<file path="src/rtl/spi_byte_receiver_if.sv">
// Pin-level SPI signals plus the byte-side interface toward the command decoder.
// Master drives the pins and tx_byte; slave is the receiver.
interface spi_byte_receiver_if;
    logic       hw_spi_clk;
    logic       hw_spi_ss;
    logic       hw_spi_mosi;
    logic       hw_spi_miso;
    logic [7:0] tx_byte;
    logic       tx_load;
    logic       spi_active;
    logic [7:0] byte_out;
    logic       byte_ready;
    logic [7:0] byte_count;
    logic       frame_abort;

    modport master (
        output hw_spi_clk, hw_spi_ss, hw_spi_mosi, tx_byte,
        input  hw_spi_miso, tx_load, spi_active, byte_out, byte_ready, byte_count, frame_abort
    );

    modport slave (
        input  hw_spi_clk, hw_spi_ss, hw_spi_mosi, tx_byte,
        output hw_spi_miso, tx_load, spi_active, byte_out, byte_ready, byte_count, frame_abort
    );
endinterface

</file>
<file path="src/rtl/spi_byte_receiver.sv">
// SPI mode-0 slave byte assembler/transmitter, pins synchronized into clk.
// Latency: pin edge to byte_ready is SYNC_STAGES+2 cycles; no backpressure, bytes are pulsed once.
module spi_byte_receiver #(
    parameter int SYNC_STAGES = 2
) (
    input  logic                clk,
    input  logic                rst,
    spi_byte_receiver_if.slave  bus
);

    typedef enum logic {
        IDLE     = 1'b0,
        SELECTED = 1'b1
    } state_t;

    state_t                 state_q;
    logic [SYNC_STAGES-1:0] sclk_sync_q;
    logic [SYNC_STAGES-1:0] ss_sync_q;
    logic [SYNC_STAGES-1:0] mosi_sync_q;
    logic                   sclk_hist_q;
    logic                   ss_hist_q;

    logic       sclk_s, ss_s, mosi_s;
    logic       sclk_rise, sclk_fall, ss_rise, ss_fall;

    logic [2:0] bit_cnt_q, bit_cnt_d;
    logic [7:0] rx_shift_q, rx_shift_d;
    logic [7:0] tx_shift_q, tx_shift_d;
    logic [7:0] byte_out_q;
    logic [7:0] byte_count_q, byte_count_d;
    logic       byte_done_q;
    logic       byte_ready_q;
    logic       frame_abort_q;
    logic       tx_load_q;

    // The ss chain idles high so reset never looks like a frame start by itself.
    always_ff @(posedge clk or posedge rst) begin
        if (rst) begin
            sclk_sync_q <= '0;
            ss_sync_q   <= '1;
            mosi_sync_q <= '0;
            sclk_hist_q <= 1'b0;
            ss_hist_q   <= 1'b1;
        end else begin
            sclk_sync_q <= {sclk_sync_q[SYNC_STAGES-2:0], bus.hw_spi_clk};
            ss_sync_q   <= {ss_sync_q[SYNC_STAGES-2:0],   bus.hw_spi_ss};
            mosi_sync_q <= {mosi_sync_q[SYNC_STAGES-2:0], bus.hw_spi_mosi};
            sclk_hist_q <= sclk_s;
            ss_hist_q   <= ss_s;
        end
    end

    assign sclk_s    = sclk_sync_q[SYNC_STAGES-1];
    assign ss_s      = ss_sync_q[SYNC_STAGES-1];
    assign mosi_s    = mosi_sync_q[SYNC_STAGES-1];
    assign sclk_rise =  sclk_s & ~sclk_hist_q;
    assign sclk_fall = ~sclk_s &  sclk_hist_q;
    assign ss_rise   =  ss_s   & ~ss_hist_q;
    assign ss_fall   = ~ss_s   &  ss_hist_q;

    assign bit_cnt_d    = bit_cnt_q + 3'd1;
    assign rx_shift_d   = {rx_shift_q[6:0], mosi_s};
    assign tx_shift_d   = {tx_shift_q[6:0], 1'b0};
    assign byte_count_d = (byte_count_q == 8'hFF) ? 8'hFF : byte_count_q + 8'd1;

    always_ff @(posedge clk or posedge rst) begin
        if (rst) begin
            state_q       <= IDLE;
            bit_cnt_q     <= 3'd0;
            rx_shift_q    <= 8'd0;
            tx_shift_q    <= 8'd0;
            byte_out_q    <= 8'd0;
            byte_count_q  <= 8'd0;
            byte_done_q   <= 1'b0;
            byte_ready_q  <= 1'b0;
            frame_abort_q <= 1'b0;
            tx_load_q     <= 1'b0;
        end else begin
            byte_ready_q  <= 1'b0;
            frame_abort_q <= 1'b0;
            tx_load_q     <= 1'b0;
            byte_done_q   <= 1'b0;

            // Completed byte is published one cycle after its 8th edge.
            if (byte_done_q) begin
                byte_out_q   <= rx_shift_q;
                byte_ready_q <= 1'b1;
                byte_count_q <= byte_count_d;
            end

            if (state_q == IDLE) begin
                if (ss_fall) begin
                    state_q      <= SELECTED;
                    byte_count_q <= 8'd0;
                    tx_shift_q   <= bus.tx_byte;
                    tx_load_q    <= 1'b1;
                    if (sclk_rise) begin
                        rx_shift_q <= rx_shift_d;
                        bit_cnt_q  <= 3'd1;
                    end else begin
                        bit_cnt_q  <= 3'd0;
                    end
                end
            end else begin
                if (ss_rise) begin
                    state_q       <= IDLE;
                    bit_cnt_q     <= 3'd0;
                    frame_abort_q <= (bit_cnt_q != 3'd0);
                end else if (sclk_rise) begin
                    rx_shift_q <= rx_shift_d;
                    bit_cnt_q  <= bit_cnt_d;
                    if (bit_cnt_q == 3'd7) begin
                        byte_done_q <= 1'b1;
                        tx_shift_q  <= bus.tx_byte;
                        tx_load_q   <= 1'b1;
                    end
                end else if (sclk_fall && bit_cnt_q != 3'd0) begin
                    tx_shift_q <= tx_shift_d;
                end
            end
        end
    end

    assign bus.spi_active  = (state_q == SELECTED);
    assign bus.hw_spi_miso = (state_q == SELECTED) & tx_shift_q[7];
    assign bus.byte_out    = byte_out_q;
    assign bus.byte_ready  = byte_ready_q;
    assign bus.byte_count  = byte_count_q;
    assign bus.frame_abort = frame_abort_q;
    assign bus.tx_load     = tx_load_q;

endmodule
</file>
<file path="src/flat_wrapper.sv">
// flat-port wrapper written by rule: the top's interface ports become plain ports
module spi_byte_receiver_flat 
#(
    parameter int SYNC_STAGES = 2
)
  (clk, rst, bus_hw_spi_clk, bus_hw_spi_ss, bus_hw_spi_mosi, bus_tx_byte, bus_hw_spi_miso, bus_tx_load, bus_spi_active, bus_byte_out, bus_byte_ready, bus_byte_count, bus_frame_abort);
  spi_byte_receiver_if bus_i ();
  input  logic clk;
  input  logic rst;
  input wire logic [$bits(bus_i.hw_spi_clk)-1:0] bus_hw_spi_clk;
  input wire logic [$bits(bus_i.hw_spi_ss)-1:0] bus_hw_spi_ss;
  input wire logic [$bits(bus_i.hw_spi_mosi)-1:0] bus_hw_spi_mosi;
  input wire logic [$bits(bus_i.tx_byte)-1:0] bus_tx_byte;
  output wire logic [$bits(bus_i.hw_spi_miso)-1:0] bus_hw_spi_miso;
  output wire logic [$bits(bus_i.tx_load)-1:0] bus_tx_load;
  output wire logic [$bits(bus_i.spi_active)-1:0] bus_spi_active;
  output wire logic [$bits(bus_i.byte_out)-1:0] bus_byte_out;
  output wire logic [$bits(bus_i.byte_ready)-1:0] bus_byte_ready;
  output wire logic [$bits(bus_i.byte_count)-1:0] bus_byte_count;
  output wire logic [$bits(bus_i.frame_abort)-1:0] bus_frame_abort;
  assign bus_i.hw_spi_clk = bus_hw_spi_clk;
  assign bus_i.hw_spi_ss = bus_hw_spi_ss;
  assign bus_i.hw_spi_mosi = bus_hw_spi_mosi;
  assign bus_i.tx_byte = bus_tx_byte;
  assign bus_hw_spi_miso = bus_i.hw_spi_miso;
  assign bus_tx_load = bus_i.tx_load;
  assign bus_spi_active = bus_i.spi_active;
  assign bus_byte_out = bus_i.byte_out;
  assign bus_byte_ready = bus_i.byte_ready;
  assign bus_byte_count = bus_i.byte_count;
  assign bus_frame_abort = bus_i.frame_abort;
  spi_byte_receiver #(.SYNC_STAGES(SYNC_STAGES)) u_core (.clk(clk), .rst(rst), .bus(bus_i));
endmodule
</file>
<file path="config.mk">
export PLATFORM = sky130hd
export DESIGN_NAME = spi_byte_receiver_flat
export DESIGN_NICKNAME = d
export VERILOG_FILES = /design/src/rtl/spi_byte_receiver_if.sv /design/src/rtl/spi_byte_receiver.sv /design/src/flat_wrapper.sv
export SDC_FILE = /design/constraint.sdc
export NUM_CORES = 1
export LEC_CHECK = 0
export CAP_MARGIN = 10
export CORE_ASPECT_RATIO = 0.75
export CORE_MARGIN = 1.5
export CORE_UTILIZATION = 45
export CTS_CLUSTER_DIAMETER = 150
export DETAILED_ROUTE_END_ITERATION = 10
export GPL_TIMING_DRIVEN = 0
export MAX_ROUTING_LAYER = met4
export PLACE_DENSITY = 0.77
export RECOVER_POWER = 100
export SYNTH_ARGS = -nofsm -noshare
export SYNTH_HDL_FRONTEND = slang
export SYNTH_SLANG_ARGS = --single-unit
</file>
<file path="constraint.sdc">
create_clock -name clk -period 1.7 [get_ports clk]
set_input_delay 0.17 -clock clk [delete_from_list [all_inputs] [get_ports clk]]
set_output_delay 0.17 -clock clk [all_outputs]
set_load 0.005 [all_outputs]
</file>
=== Yosys cells after proc, flatten, opt, wreduce, memory -nomap -nowiden ===
Cells that the tools add are included.

* Logic and storage cells: 68
* Latch bits: 0
* Memory bits (read-only): 0
* Output and inout bits: 21
* Memory bits (writable): 0
* Memories kept: 0
* Register bits after elaboration: 48
* Input bits: 13

* Shift-type cells: 0
* $lt $le $gt $ge: 0
* Add/sub/neg operators: 2
* Equality and inequality tests: 6
* Bitwise gates (word level): 9
* Multiply operators: 0
* Muxes and demuxes: 30
* Divide/modulo/power cells: 0
* Reduce and logical (&&, ||, !) cells: 6

{| class="wikitable"
|+ Operators by type and width
! operator !! number
|-
| $mux 8 || 14
|-
| $mux 1 || 12
|-
| $mux 3 || 4
|-
| $ne 3x3->1 const B || 3
|-
| $add 8x1->8 const B || 1
|-
| $eq 8x8->1 const B || 1
|-
| $and 1x1->1 || 5
|-
| $not 1->1 || 4
|-
| $reduce_and 2->1 || 2
|-
| $reduce_and 4->1 || 1
|-
| $add 3x1->3 const B || 1
|-
| $eq 3x3->1 const B || 1
|-
| $reduce_bool 3->1 || 1
|-
| $ne 2x2->1 const B || 1
|-
| $reduce_bool 2->1 || 1
|-
| $logic_and 1x1->1 || 1
|}

=== Logic depth before layout (Yosys ltp) ===
* Word-level depth: 7
* Gate-level depth with buffers: 7

=== Worst setup path after synthesis ===
Ideal clock, no wire load.

* Path type: flip-flop to flip-flop
* Start point: register u_core.bit_cnt_q[0]
* End point: register u_core.tx_shift_q[5]
* Stages on the path, launching flop included: 7
* Buffers on the path: 1
* Setup time: 0.131 ns
* Path slack: 0.090 ns
* Data arrival time: 1.479 ns
* Data required time: 1.569 ns
* Cell sequence: dfrtp_1 ha_1 ha_1 a221o_1 buf_6 a21oi_2 a31oi_1

* Word-level cells in the longest chain between the ends: 4
* Elaborated cells between the ends (all ways): 6
* Classes of those cells: 3 x eq/ne; 3 x reduce/logical

{| class="wikitable"
|+ RTL lines
! what !! line !! text
|-
| start, declared || spi_byte_receiver.sv:26 || <nowiki>logic [2:0] bit_cnt_q, bit_cnt_d;</nowiki>
|-
| start signal, assigned || spi_byte_receiver.sv:111 || <nowiki>bit_cnt_q <= bit_cnt_d;</nowiki>
|-
| $reduce_bool 3->1 || spi_byte_receiver.sv:117 || <nowiki>end else if (sclk_fall && bit_cnt_q != 3'd0) begin</nowiki>
|-
| $logic_and 1x1->1 || spi_byte_receiver.sv:117 ||
|-
| $ne 3x3->1 (no source line) || - ||
|-
| $reduce_and 4->1 (no source line) * || - ||
|-
| end signal, assigned || spi_byte_receiver.sv:95 || <nowiki>tx_shift_q <= bus.tx_byte;</nowiki>
|-
| end signal, assigned || spi_byte_receiver.sv:114 || <nowiki>tx_shift_q <= bus.tx_byte;</nowiki>
|-
| end signal, assigned || spi_byte_receiver.sv:118 || <nowiki>tx_shift_q <= tx_shift_d;</nowiki>
|-
| end, declared || spi_byte_receiver.sv:28 || <nowiki>logic [7:0] tx_shift_q, tx_shift_d;</nowiki>
|}

Every way passes the cells marked *; elsewhere a longest branch is shown, timed or not.
A chain may end at the register's enable or synchronous reset.

=== Worst setup path in the final report ===
* Start point: register u_core.state_q (netlist: u_core.bus.spi_active)
* End point: register u_core.rx_shift_q[3]

* Word-level cells in the longest chain between the ends: 2
* Elaborated cells between the ends (all ways): 4
* Classes of those cells: 1 x eq/ne; 1 x mux; 2 x reduce/logical

{| class="wikitable"
|+ RTL lines
! what !! line !! text
|-
| start, declared || spi_byte_receiver.sv:16 || <nowiki>state_t state_q;</nowiki>
|-
| start signal, assigned || spi_byte_receiver.sv:68 || <nowiki>state_q <= IDLE;</nowiki>
|-
| start signal, assigned || spi_byte_receiver.sv:93 || <nowiki>state_q <= SELECTED;</nowiki>
|-
| start signal, assigned || spi_byte_receiver.sv:106 || <nowiki>state_q <= IDLE;</nowiki>
|-
| $ne 2x2->1 (no source line) or $reduce_bool 2->1 (tied branches) || - ||
|-
| $reduce_and 2->1 (no source line) || - ||
|-
| end signal, assigned || spi_byte_receiver.sv:98 || <nowiki>rx_shift_q <= rx_shift_d;</nowiki>
|-
| end signal, assigned || spi_byte_receiver.sv:110 || <nowiki>rx_shift_q <= rx_shift_d;</nowiki>
|-
| end, declared || spi_byte_receiver.sv:27 || <nowiki>logic [7:0] rx_shift_q, rx_shift_d;</nowiki>
|}

Parallel ways exist; a longest one is shown, timed or not.

==> flow_metrics.py <==
metrics = {
    "route": {
        "wirelength_um": 3783,
        "wire_per_inst_um": 13.86,
        "antenna_left": 0,
        "dr_total_vias": 1454,
        "drcViolationCount": 0,
        "drtPass1Iterations": 6,
        "drt_iter0_markers": 85,
        "viasPerCell": 5.326,
        "wl_met3_um": 174,
        "highest_layer": "met4",
        "wl_met2_um": 1739,
        "wl_met1_um": 1754,
    },
    "setup_path": {
        "path_max_fanout": 8,
        "critPathRequiredTime_ns": 1.90,
        "cp_cell_sequence": "dlymetal6s2s_1 -> buf_4 -> maj3_4 -> nand2_4 -> mux2_2",
        "critPathLaunchType": "register",
        "critPathMaxStageDelay_ns": 0.39,
        "worstPathArrival_ns": 1.88,
        "slowest_stage": "maj3_4",
        "path_class": "register to register",
        "critPathCaptureType": "register",
        "ff2ff_path_depth": 5,
    },
    "placement": {
        "gp_congestion": 0.7574,
        "io_buffers": 33,
        "place_hpwl_um": 2523,
        "dp.cells": 258,
    },
    "sta": {
        "timing.fmax_mhz": 593.1,
        "worst_pin_slew_ns": 0.8778,
        "fin_crit_ns": 1.686,
        "slew_headroom_pct": 41.41,
        "rsz0062_at_grt": "yes",
        "whs_ns": 0.3542,
        "setup_viol": 0,
        "clock_skew_ns": 0.006932,
        "hold_viol": 0,
        "finalMaxSlewViolations": 0,
        "finalCritPeriodShare_pct": 99.18,
    },
    "cts": {
        "cts_tree": "yes",
        "cts-htree-levels": 2,
        "insertion_delay_ns": 0.31,
        "cts.reportedPaths.clkPinSlew_ns": 0.08,
        "cts_root_buf": "clkbuf_8",
        "cts_made_buffers": 5,
        "cts_buffer_depth": 2,
        "cts.sinks": 48,
    },
    "min_path": {
        "min_path_type": "register to register",
        "holdPathStages": 0,
    },
    "synthesis": {
        "syn_avg_cell_area_um2": 12.24,
        "ys_seq_area_share_pct": 58.94,
        "ys_ff_latch": 48,
        "syn_area_um2": 2044,
        "yosysWarnings": 0,
        "synth_cells": 167,
        "synth_cell_types": 36,
        "yosys-top-cells-area": "dfrtp_1 55%, mux2_2 8.8%, a21oi_1 3.9%",
        "ys.flop_type": "dfrtp_1",
        "synthArstFlopShare_pct": 100.0,
        "yosysMostFrequentCell": "dfrtp_1",
        "synth.largest_area_cell": "dfrtp_1",
        "ys_top_cells_by_count": "45 x dfrtp_1, 16 x a21oi_1, 16 x mux2_2",
        "syn_nets": 184,
        "synth_edf_count": 0,
        "netlist.area_leader.share_pct": 55.08,
    },
    "pwr": {
        "power_density_nw_per_um2": 974.7,
        "peakVddDrop_mv": 0.5100,
        "p_leak_nw": 1.255,
    },
    "flow_run": {
        "maxCapViolations": 0,
    },
    "final_layout": {
        "antenna_cells": 0,
        "drive_above_1_share_pct": 20.83,
        "syn_to_final_growth_pct": 28.40,
        "finalNonFillerCells": 273,
        "final_nets": 232,
        "final_core_util_pct": 59.47,
    },
    "floorplan": {
        "core_um2": 4414,
        "die-area_um2": 4961,
        "fp-row-count": 21,
        "fp.dieH_um": 61.38,
        "start_util_pct": 46.32,
        "io_pins": 34,
        "die_w_um": 80.83,
    },
    "status": {
        "outcome": "completed",
    },
    "global_route": {
        "grt_pass1_vias": 1330,
        "grt_max_degree": 26,
        "globalRouteTotalUtil_pct": 17.49,
        "antenna_found_initial": 0,
        "grt_pass1_wl_um": 6078,
        "grt.overflow.total": 0,
    },
}
registers in the layout (all words and copies together) (netlist names):
register	cells
u_core.bus.byte_count	8
u_core.bus.byte_out	8
u_core.rx_shift_q	8
u_core.tx_shift_q	8
u_core.bit_cnt_q	3
u_core.mosi_sync_q	2
u_core.sclk_sync_q	2
u_core.ss_sync_q	2
u_core.bus.byte_ready	1
u_core.bus.frame_abort	1
u_core.bus.spi_active	1
u_core.bus.tx_load	1
u_core.byte_done_q	1
u_core.sclk_hist_q	1
u_core.ss_hist_q	1
final timing paths:
| path | slack (ns) | start | to |
|---|---|---|---|
| setup reg to reg | 0.01 | u_core.bus.spi_active$_DFF_PP0_ | u_core.rx_shift_q[3]$_DFFE_PP0P_ |
| setup / recovery | 0.01 | u_core.bus.spi_active$_DFF_PP0_ | u_core.rx_shift_q[3]$_DFFE_PP0P_ |
| hold / removal | 0.35 | u_core.sclk_sync_q[0]$_DFF_PP0_ | u_core.sclk_sync_q[1]$_DFF_PP0_ |
| min in group asynchronous | 0.48 | rst | u_core.sclk_sync_q[1]$_DFF_PP0_ |
| hold reg to reg | 0.35 | u_core.sclk_sync_q[0]$_DFF_PP0_ | u_core.sclk_sync_q[1]$_DFF_PP0_ |
| max in group asynchronous | 0.30 | rst | u_core.bus.byte_count[7]$_DFF_PP0_ |
cell type report:
class / instances / area (um^2)
multi-input cells: 106 / 797.0
flip-flops and latches: 48 / 1205
repair buffers: 41 / 386.6
inverters: 6 / 22.52
fillers: 389 / 1789
plain buffers: 7 / 52.55
clock buffers: 8 / 90.09
well taps: 57 / 71.32
where the power goes:
| part | leakage (nW) | internal [mW] | switching [mW] |
|---|---|---|---|
| Sequential | 0.607 | 1.31 | 0.107 |
| Combinational | 0.603 | 0.241 | 0.205 |
| Clock | 0.0455 | 0.332 | 0.364 |
| Total | 1.26 | 1.88 | 0.675 |
metal layers:
metal	vias up	track usage [%]
met2	40	25.24
met1	706	22.18
met4	0	9.606
met3	12	5.333
li1	696	-
met5	-	-
what timing repair did:
action | 4_1_cts | 5_1_grt
setup buffers | 4 | 2
hold buffers | 0 | 0
resized for setup | 7 | 5
cloned | 1 | 0
endpoints found under the setup margin | 8 | 15
pin swaps | 1 | 6
worst max-delay path, delay by kind of cell (launching register included):
kind	cells	cell delay (ns)
simple gates	1	0.14
buf+inv	2	0.31
mux	1	0.35
fa+ha+maj	1	0.39
flops	1	0.38
cells in the final DEF (no fill, tap or decap), drive strengths merged, types with 4 or more instances in the layout:
master          n
buf             9
dfrtp          45
a21oi          19
nand3           4
ha              4
clkdlybuf4s50   8
mux2i           8
clkbuf         13
dlygate4sd3    24
inv             6
nor3            4
a31oi           7
nand2           7
and3            4
nor2            9
mux2           16
cell families after synthesis:
family                   share of synthesized area, %
AND/OR/NAND/NOR                                 9.363
XOR/XNOR                                        1.285
multiplexers                                    12.73
buffers and inverters                           3.305
AO/OA/AOI/OAI                                   11.38
flip-flops                                      58.94
adder cells (fa/ha/maj)                         2.999
metrics by stage:
stage | instance area (um^2) | TNS, ns | total power, mW | worst slack (ns)
after CTS | 2611 | 0 | 2.587 | 0.004695
after floorplan | 2044 | 0 | 1.707 | 0.09004
after detailed placement | 2466 | -0.2398 | 1.859 | -0.06859
after global placement | 2446 | -24.85 | 1.826 | -0.5399
after global routing | 2625 | -0.1599 | 2.704 | -0.02723
final | 2625 | 0 | 2.559 | 0.01389
(Power assumes the default switching activity.)
